**src/rtl/audio_mix_seq.sv**
```systemverilog
`default_nettype none
// ============================================================================
// Module      : audio_mix_seq
// Description : Time-multiplexed stereo mixer. On each sample_ce strobe the
//               channel inputs are snapshotted and summed one channel per
//               clock into wide left/right accumulators (gain, mute, L/R
//               routing applied per channel). The sums saturate to OUT_W.
// Revision    : 1.0 - initial release
// ----------------------------------------------------------------------------
// Ports:
//   clk_sys     in   1              system clock
//   reset_n     in   1              asynchronous active-low reset
//   sample_ce   in   1              one-cycle strobe starting a mix pass
//   ch_in       in   NUM_CH*IN_W    channel samples, ch k at [k*IN_W +: IN_W]
//   ch_gain     in   NUM_CH*GAIN_W  per-channel gain, unity = 2^(GAIN_W-1)
//   ch_mute     in   NUM_CH         1 = channel contributes 0
//   ch_route_l  in   NUM_CH         1 = channel feeds left sum
//   ch_route_r  in   NUM_CH         1 = channel feeds right sum
//   out_l/out_r out  OUT_W          mixed samples, held between passes
//   out_valid   out  1              one-cycle pulse when out_l/out_r update
//   busy        out  1              high while channels are being summed
//   overrun     out  1              sticky: sample_ce seen while not idle
// Optional (define AUDIO_MIX_PEAK_EN):
//   peak_clr    in   1              synchronous clear of peak/clip
//   peak_l/r    out  OUT_W          running maximum of out_l/out_r
//   clip        out  1              sticky: a pass saturated
// ============================================================================
module audio_mix_seq #(
    parameter int NUM_CH = 4,
    parameter int IN_W   = 16,
    parameter int OUT_W  = 16,
    parameter int GAIN_W = 4
) (
    input  logic                     clk_sys,
    input  logic                     reset_n,
    input  logic                     sample_ce,
    input  logic [NUM_CH*IN_W-1:0]   ch_in,
    input  logic [NUM_CH*GAIN_W-1:0] ch_gain,
    input  logic [NUM_CH-1:0]        ch_mute,
    input  logic [NUM_CH-1:0]        ch_route_l,
    input  logic [NUM_CH-1:0]        ch_route_r,
    output logic [OUT_W-1:0]         out_l,
    output logic [OUT_W-1:0]         out_r,
    output logic                     out_valid,
    output logic                     busy,
    output logic                     overrun
`ifdef AUDIO_MIX_PEAK_EN
    ,
    input  logic                     peak_clr,
    output logic [OUT_W-1:0]         peak_l,
    output logic [OUT_W-1:0]         peak_r,
    output logic                     clip
`endif
);

    localparam int C_IDX_W  = $clog2(NUM_CH);
    localparam int C_PROD_W = IN_W + GAIN_W;
    localparam int C_ACC_W  = IN_W + GAIN_W + $clog2(NUM_CH);
    localparam int C_CMP_W  = (C_ACC_W > OUT_W) ? C_ACC_W : OUT_W;
    localparam logic [C_IDX_W-1:0] C_LAST    = C_IDX_W'(NUM_CH - 1);
    localparam logic [C_CMP_W-1:0] C_OUT_MAX = C_CMP_W'({OUT_W{1'b1}});

    typedef enum logic [1:0] {
        S_IDLE   = 2'd0,
        S_ACCUM  = 2'd1,
        S_FINISH = 2'd2
    } state_t;

    state_t r_state;
    state_t w_state_next;

    // Snapshot of the channel controls taken at the start of each pass
    logic [NUM_CH*IN_W-1:0]   r_snap_in;
    logic [NUM_CH*GAIN_W-1:0] r_snap_gain;
    logic [NUM_CH-1:0]        r_snap_mute;
    logic [NUM_CH-1:0]        r_snap_rl;
    logic [NUM_CH-1:0]        r_snap_rr;

    logic [C_IDX_W-1:0] r_idx;
    logic [C_ACC_W-1:0] r_acc_l;
    logic [C_ACC_W-1:0] r_acc_r;
    logic [OUT_W-1:0]   r_out_l;
    logic [OUT_W-1:0]   r_out_r;
    logic               r_overrun;

    logic [IN_W-1:0]     w_sample;
    logic [GAIN_W-1:0]   w_gain;
    logic                w_mute;
    logic                w_rl;
    logic                w_rr;
    logic [C_PROD_W-1:0] w_prod;
    logic [C_ACC_W-1:0]  w_term;
    logic [C_ACC_W-1:0]  w_acc_l_next;
    logic [C_ACC_W-1:0]  w_acc_r_next;
    logic [C_CMP_W-1:0]  w_l_ext;
    logic [C_CMP_W-1:0]  w_r_ext;
    logic                w_l_over;
    logic                w_r_over;
    logic [OUT_W-1:0]    w_out_l_sat;
    logic [OUT_W-1:0]    w_out_r_sat;
    logic                w_last;

    // ------------------------------------------------------------------
    // Channel select and per-channel term
    // ------------------------------------------------------------------
    always_comb begin
        w_sample = '0;
        w_gain   = '0;
        w_mute   = 1'b0;
        w_rl     = 1'b0;
        w_rr     = 1'b0;
        for (int k = 0; k < NUM_CH; k++) begin
            if (r_idx == C_IDX_W'(k)) begin
                w_sample = r_snap_in[k*IN_W +: IN_W];
                w_gain   = r_snap_gain[k*GAIN_W +: GAIN_W];
                w_mute   = r_snap_mute[k];
                w_rl     = r_snap_rl[k];
                w_rr     = r_snap_rr[k];
            end
        end
    end

    always_comb begin
        // Full-width product first so the shift cannot drop high bits
        w_prod       = C_PROD_W'(w_sample) * C_PROD_W'(w_gain);
        w_term       = w_mute ? '0 : C_ACC_W'(w_prod >> (GAIN_W - 1));
        w_acc_l_next = r_acc_l + (w_rl ? w_term : '0);
        w_acc_r_next = r_acc_r + (w_rr ? w_term : '0);
        w_last       = (r_idx == C_LAST);

        // Saturate the completed sums; no rescaling when OUT_W > IN_W
        w_l_ext     = C_CMP_W'(w_acc_l_next);
        w_r_ext     = C_CMP_W'(w_acc_r_next);
        w_l_over    = (w_l_ext > C_OUT_MAX);
        w_r_over    = (w_r_ext > C_OUT_MAX);
        w_out_l_sat = w_l_over ? {OUT_W{1'b1}} : w_l_ext[OUT_W-1:0];
        w_out_r_sat = w_r_over ? {OUT_W{1'b1}} : w_r_ext[OUT_W-1:0];
    end

    // ------------------------------------------------------------------
    // FSM
    // ------------------------------------------------------------------
    always_ff @(posedge clk_sys or negedge reset_n) begin
        if (!reset_n) begin
            r_state <= S_IDLE;
        end else begin
            r_state <= w_state_next;
        end
    end

    always_comb begin
        w_state_next = r_state;
        out_valid    = 1'b0;
        busy         = 1'b0;
        case (r_state)
            S_IDLE: begin
                if (sample_ce) begin
                    w_state_next = S_ACCUM;
                end
            end
            S_ACCUM: begin
                busy = 1'b1;
                if (w_last) begin
                    w_state_next = S_FINISH;
                end
            end
            S_FINISH: begin
                out_valid    = 1'b1;
                w_state_next = S_IDLE;
            end
            default: begin
                w_state_next = S_IDLE;
            end
        endcase
    end

    // ------------------------------------------------------------------
    // Datapath registers
    // ------------------------------------------------------------------
    always_ff @(posedge clk_sys or negedge reset_n) begin
        if (!reset_n) begin
            r_snap_in   <= '0;
            r_snap_gain <= '0;
            r_snap_mute <= '0;
            r_snap_rl   <= '0;
            r_snap_rr   <= '0;
            r_idx       <= '0;
            r_acc_l     <= '0;
            r_acc_r     <= '0;
            r_out_l     <= '0;
            r_out_r     <= '0;
        end else begin
            case (r_state)
                S_IDLE: begin
                    if (sample_ce) begin
                        r_snap_in   <= ch_in;
                        r_snap_gain <= ch_gain;
                        r_snap_mute <= ch_mute;
                        r_snap_rl   <= ch_route_l;
                        r_snap_rr   <= ch_route_r;
                        r_idx       <= '0;
                        r_acc_l     <= '0;
                        r_acc_r     <= '0;
                    end
                end
                S_ACCUM: begin
                    r_acc_l <= w_acc_l_next;
                    r_acc_r <= w_acc_r_next;
                    if (w_last) begin
                        // Saturated result is loaded on entry to FINISH so it
                        // is already on out_l/out_r while out_valid is high.
                        r_out_l <= w_out_l_sat;
                        r_out_r <= w_out_r_sat;
                        r_idx   <= '0;
                    end else begin
                        r_idx <= r_idx + C_IDX_W'(1);
                    end
                end
                default: begin
                end
            endcase
        end
    end

    // Any strobe outside IDLE (including the FINISH cycle) is an overrun
    always_ff @(posedge clk_sys or negedge reset_n) begin
        if (!reset_n) begin
            r_overrun <= 1'b0;
        end else if (sample_ce && (r_state != S_IDLE)) begin
            r_overrun <= 1'b1;
        end
    end

    assign out_l   = r_out_l;
    assign out_r   = r_out_r;
    assign overrun = r_overrun;

`ifdef AUDIO_MIX_PEAK_EN
    // ------------------------------------------------------------------
    // Peak hold and clip detection
    // ------------------------------------------------------------------
    logic             r_sat_l;
    logic             r_sat_r;
    logic [OUT_W-1:0] r_peak_l;
    logic [OUT_W-1:0] r_peak_r;
    logic             r_clip;

    always_ff @(posedge clk_sys or negedge reset_n) begin
        if (!reset_n) begin
            r_sat_l  <= 1'b0;
            r_sat_r  <= 1'b0;
            r_peak_l <= '0;
            r_peak_r <= '0;
            r_clip   <= 1'b0;
        end else begin
            if ((r_state == S_ACCUM) && w_last) begin
                r_sat_l <= w_l_over;
                r_sat_r <= w_r_over;
            end
            // Peaks fold in the new sample at the end of the out_valid cycle;
            // a coincident clear restarts them from that sample, not from 0.
            if (r_state == S_FINISH) begin
                if (peak_clr) begin
                    r_peak_l <= r_out_l;
                    r_peak_r <= r_out_r;
                    r_clip   <= r_sat_l | r_sat_r;
                end else begin
                    if (r_out_l > r_peak_l) begin
                        r_peak_l <= r_out_l;
                    end
                    if (r_out_r > r_peak_r) begin
                        r_peak_r <= r_out_r;
                    end
                    r_clip <= r_clip | r_sat_l | r_sat_r;
                end
            end else if (peak_clr) begin
                r_peak_l <= '0;
                r_peak_r <= '0;
                r_clip   <= 1'b0;
            end
        end
    end

    assign peak_l = r_peak_l;
    assign peak_r = r_peak_r;
    assign clip   = r_clip;
`endif

endmodule
`default_nettype wire

```
**config.mk**
```make
export PLATFORM = sky130hd
export DESIGN_NAME = audio_mix_seq
export DESIGN_NICKNAME = d
export VERILOG_FILES = /design/src/rtl/audio_mix_seq.sv
export SDC_FILE = /design/constraint.sdc
export NUM_CORES = 1
export LEC_CHECK = 0
export CORE_MARGIN = 5
export CORE_UTILIZATION = 45
export DETAILED_ROUTE_END_ITERATION = 8
export PLACE_DENSITY = 0.66
export SLEW_MARGIN = 20
export SYNTH_ARGS = -nofsm -noshare
export SYNTH_HDL_FRONTEND = slang
export SYNTH_SLANG_ARGS = --single-unit
export TNS_END_PERCENT = 10
```
**constraint.sdc**
```tcl
create_clock -name clk_sys -period 9.45 [get_ports clk_sys]
set_input_delay 2.835 -clock clk_sys [delete_from_list [all_inputs] [get_ports clk_sys]]
set_output_delay 2.835 -clock clk_sys [all_outputs]
set_load 0.02 [all_outputs]
```
==> results of run 1 <==
cells by family (layout without fill, tap and decap cells):
logic type / after synthesis / count (layout)
AND/OR/NAND/NOR: 667 / 667
AO/OA/AOI/OAI: 298 / 298
flip-flops: 173 / 173
buffers and inverters: 134 / 241
adder cells (fa/ha/maj): 90 / 90
XOR/XNOR: 42 / 42
multiplexers: 4 / 4
Yosys cell counts, types with 8 or more instances:
library cell and instances:
nand2_1 359, dfrtp_1 173, nor2_1 154, a21oi_1 97, o21ai_0 72, inv_1 66
ha_1 60, clkbuf_1 56, nand3_1 45, fa_1 30, xnor2_1 23, a21o_1 22
or2_2 19, xor2_1 19, nor3_1 18, o22a_1 17, nand2b_1 14, a21oi_2 13
nor2b_1 12, and3_1 9, buf_1 8, o31ai_1 8
through the flow:
| stage | util [%] | total power, W | worst slack, ns | instance area (um^2) | std cells |
|---|---|---|---|---|---|
| global route | 54.1 | 0.00534 | 0.387 | 13600 | 1845 |
| finish | 54.1 | 0.00486 | 1.17 | 13600 | 1845 |
| global placement | 51.6 | 0.00408 | 1.38 | 12900 | 1813 |
| detailed placement | 51.6 | 0.00413 | 1.25 | 12900 | 1813 |
| CTS | 54.1 | 0.00490 | 1.19 | 13600 | 1845 |
| floorplan | - | 0.00329 | 2.15 | 11400 | 1408 |
state kept, by name (all words and copies together), names as in the netlist:
name	flops
r_idx	2
out_r	16
r_snap_gain	16
r_snap_mute	4
r_acc_r	22
r_acc_l	22
r_state	2
r_snap_in	64
overrun	1
r_snap_rl	4
r_snap_rr	4
out_l	16
where the power goes:
group / switching (W) / internal (W) / leakage, nW
registers: 0.000187 / 0.00105 / 2.12
logic: 0.00182 / 0.00106 / 4.06
clock network: 0.000363 / 0.000388 / 0.308
total: 0.00237 / 0.00250 / 6.49
how the worst min path moves through the flow:
| stage | from | end | slack, ns |
|---|---|---|---|
| after global placement | overrun$_DFFE_PN0P_ | overrun$_DFFE_PN0P_ | 0.46 |
| final | r_snap_in[45]$_DFFE_PN0P_ | r_snap_in[45]$_DFFE_PN0P_ | 0.48 |
| after detailed placement | r_snap_in[11]$_DFFE_PN0P_ | r_snap_in[11]$_DFFE_PN0P_ | 0.46 |
| after global routing | r_snap_in[47]$_DFFE_PN0P_ | r_snap_in[47]$_DFFE_PN0P_ | 0.50 |
| after floorplan | r_snap_rl[0]$_DFFE_PN0P_ | r_snap_rl[0]$_DFFE_PN0P_ | 0.44 |
| after CTS | r_snap_in[45]$_DFFE_PN0P_ | r_snap_in[45]$_DFFE_PN0P_ | 0.48 |
layout by cell type, fill, tap and decap left out, types with 13 or more instances in the layout:
cell and count:
xnor2_1 23, dfrtp_1 173, nor2_1 153, nor3_1 18
or2_2 19, clkbuf_16 17, inv_1 66, fa_1 30
a21oi_1 97, nand2b_1 13, o22a_1 17, nand2_1 358
xor2_1 19, o21ai_0 72, a21oi_2 13, clkdlybuf4s50_1 128
a21o_1 22, nand3_1 45, ha_1 59
worst min-delay path: cells and delay by family (launching register included):
family / cells / cell delay [ns]
flops: 1 / 0.35
simple gates: 2 / 0.10
cell type report:
class	count	area share [%]
clock buffer	17	3.14
multi-input combinational	1101	48.3
sequential	173	31.9
tap	330	3.05
inverter	68	1.88
timing repair buffer	141	10.2
clock inverter	15	1.53
metal layers:
layer / share of wire, % / vias to the layer above
met2: 47 / 218
met5: 0 / -
met1: 47 / 4561
li1: - / 4913
met4: 2.8 / 0
met3: 4.0 / 52
==> flow_summary.json, run 1 <==
{
  "via_per_inst": 5.28,
  "cp.depth": 32,
  "synth_top_family_by_area": "simple AND/OR/NAND/NOR gates",
  "synth_top_area_share_pct": 38.1,
  "antenna_found_initial": 0,
  "relSlewSlack_pct": 33.3,
  "hold_slack_ns": 0.479,
  "die_h_um": 169,
  "synth_area_leaders": "dfrtp_1 38%, nand2_1 12%, ha_1 6.6%, fa_1 5.3%, nor2_1 5.1%",
  "ys_ff_latch": 173,
  "slew_violations": 0,
  "num_antenna_cells": 0,
  "holdCritPathClass": "reg -> reg",
  "ys_seq_area_share_pct": 38.1,
  "synth_fa_ha_area_share_pct": 11.9,
  "max_stage_delay_ns": 0.77,
  "cellPowerDensity_nw_per_um2": 359,
  "clock_latency_ns": 0.45,
  "muxShareOfSynthArea_pct": 0.352,
  "min_period_ns": 8.28,
  "htree_num_levels": 4,
  "status": "complete, no violations",
  "ant_nets": 0,
  "gr-total-overflow": 0,
  "busiest_layer": "met2",
  "r2r_cells": 32,
  "multi_input_area_um2": 6540,
  "tns_ns": 0,
  "portBuffers": 129,
  "num_rows": 58,
  "cts_hold_buf": 0,
  "r2r-end": "out_l[12]$_DFFE_PN0P_",
  "use_met3_pct": 3.62,
  "numCtsBuffers": 17,
  "seqCellArea_um2": 4330,
  "worstSetupEndpointType": "flop",
  "synthFlopType": "dfrtp_1",
  "postCtsSetupRepairBufs": 0,
  "cp_top_family": "compound AO/OA/AOI/OAI gates",
  "ctsResizeCount": 0,
  "clock_tree.root_cell": "clkbuf_16",
  "rsz0062_at_grt": "no",
  "first_iter_violations": 622,
  "gp_congestion": 0.919,
  "fill_cells": 2384,
  "startpoint": "r_idx[0]$_DFFE_PN0P_",
  "synthXorXnorAreaFrac_pct": 3.24,
  "async_reset_ff_share_pct": 100,
  "worstPathArrival_ns": 8.60,
  "crit_end": "out_l[12]$_DFFE_PN0P_",
  "cts.sinks": 173,
  "cp.required_ns": 9.77,
  "synth_cells": 1408,
  "finalHoldViolations": 0,
  "synth_compound_area_share_pct": 16.7,
  "grt_util_all_layers_pct": 21.1,
  "yosysUniqueCellTypes": 66,
  "ys_warn_count": 0,
  "final_nets": 1687,
  "tightestPinTransition_ns": 1.00,
  "synthSimpleGateAreaFrac_pct": 25.2,
  "core_um2": 25000,
  "vias": 9744,
  "vdd_drop_max_mv": 0.232,
  "routed_wl_mm": 28.9,
  "die-area_um2": 28500,
  "crit_path_start_kind": "flop",
  "drt-wirelength-per-cell_um": 15.7,
  "critical_path_class": "reg -> reg",
  "clock_path_buffers": 2,
  "grt_pass1_vias": 9948,
  "finClkSkew_ns": 0.0217,
  "gr-usage-met1_pct": 28.7,
  "die_w_um": 169,
  "synth.avg_cell_area_um2": 8.07,
  "clk_pin_slew_ns": 0.08,
  "drive_gt1_share_pct": 6.14,
  "cpMaxStageDelayCell": "ha_1",
  "leakagePower_nw": 6.49,
  "setup_violations": 0,
  "r2r-start": "r_idx[0]$_DFFE_PN0P_",
  "min_path_cells": 2,
  "use_met2_pct": 33.9,
  "drv_cap": 0,
  "dp_hpwl_mm": 21.5,
  "fin_crit_sh_pct": 87.6,
  "cp_max_fo": 25,
  "synth_enable_flop_cells": 0,
  "grt_pass1_wl_mm": 49.6,
  "start_util_pct": 45.4,
  "drt_first_pass_iters": 5,
  "route.detailed.drc": 0,
  "syn_to_final_growth_pct": 19.3,
  "ff2ff_setup_slack_ns": 1.17,
  "grt_max_degree": 103,
  "timing.fmax_ghz": 0.121,
  "crit_top_cell": "a21oi_1",
  "ios": 130,
  "synth_nets": 1593,
  "cts_tree": "yes",
  "worst-path-buf-inv": 3,
  "synth_area_um2": 11400,
  "yosysTopAreaCell": "dfrtp_1"
}
(Power assumes the default switching activity.)
==> inputs of run 2 (changes only) <==
CTS_CLUSTER_DIAMETER = 30   (was unset)
==> results of run 2 <==
Final layout, timing and power as in run 1 (identical DEF).
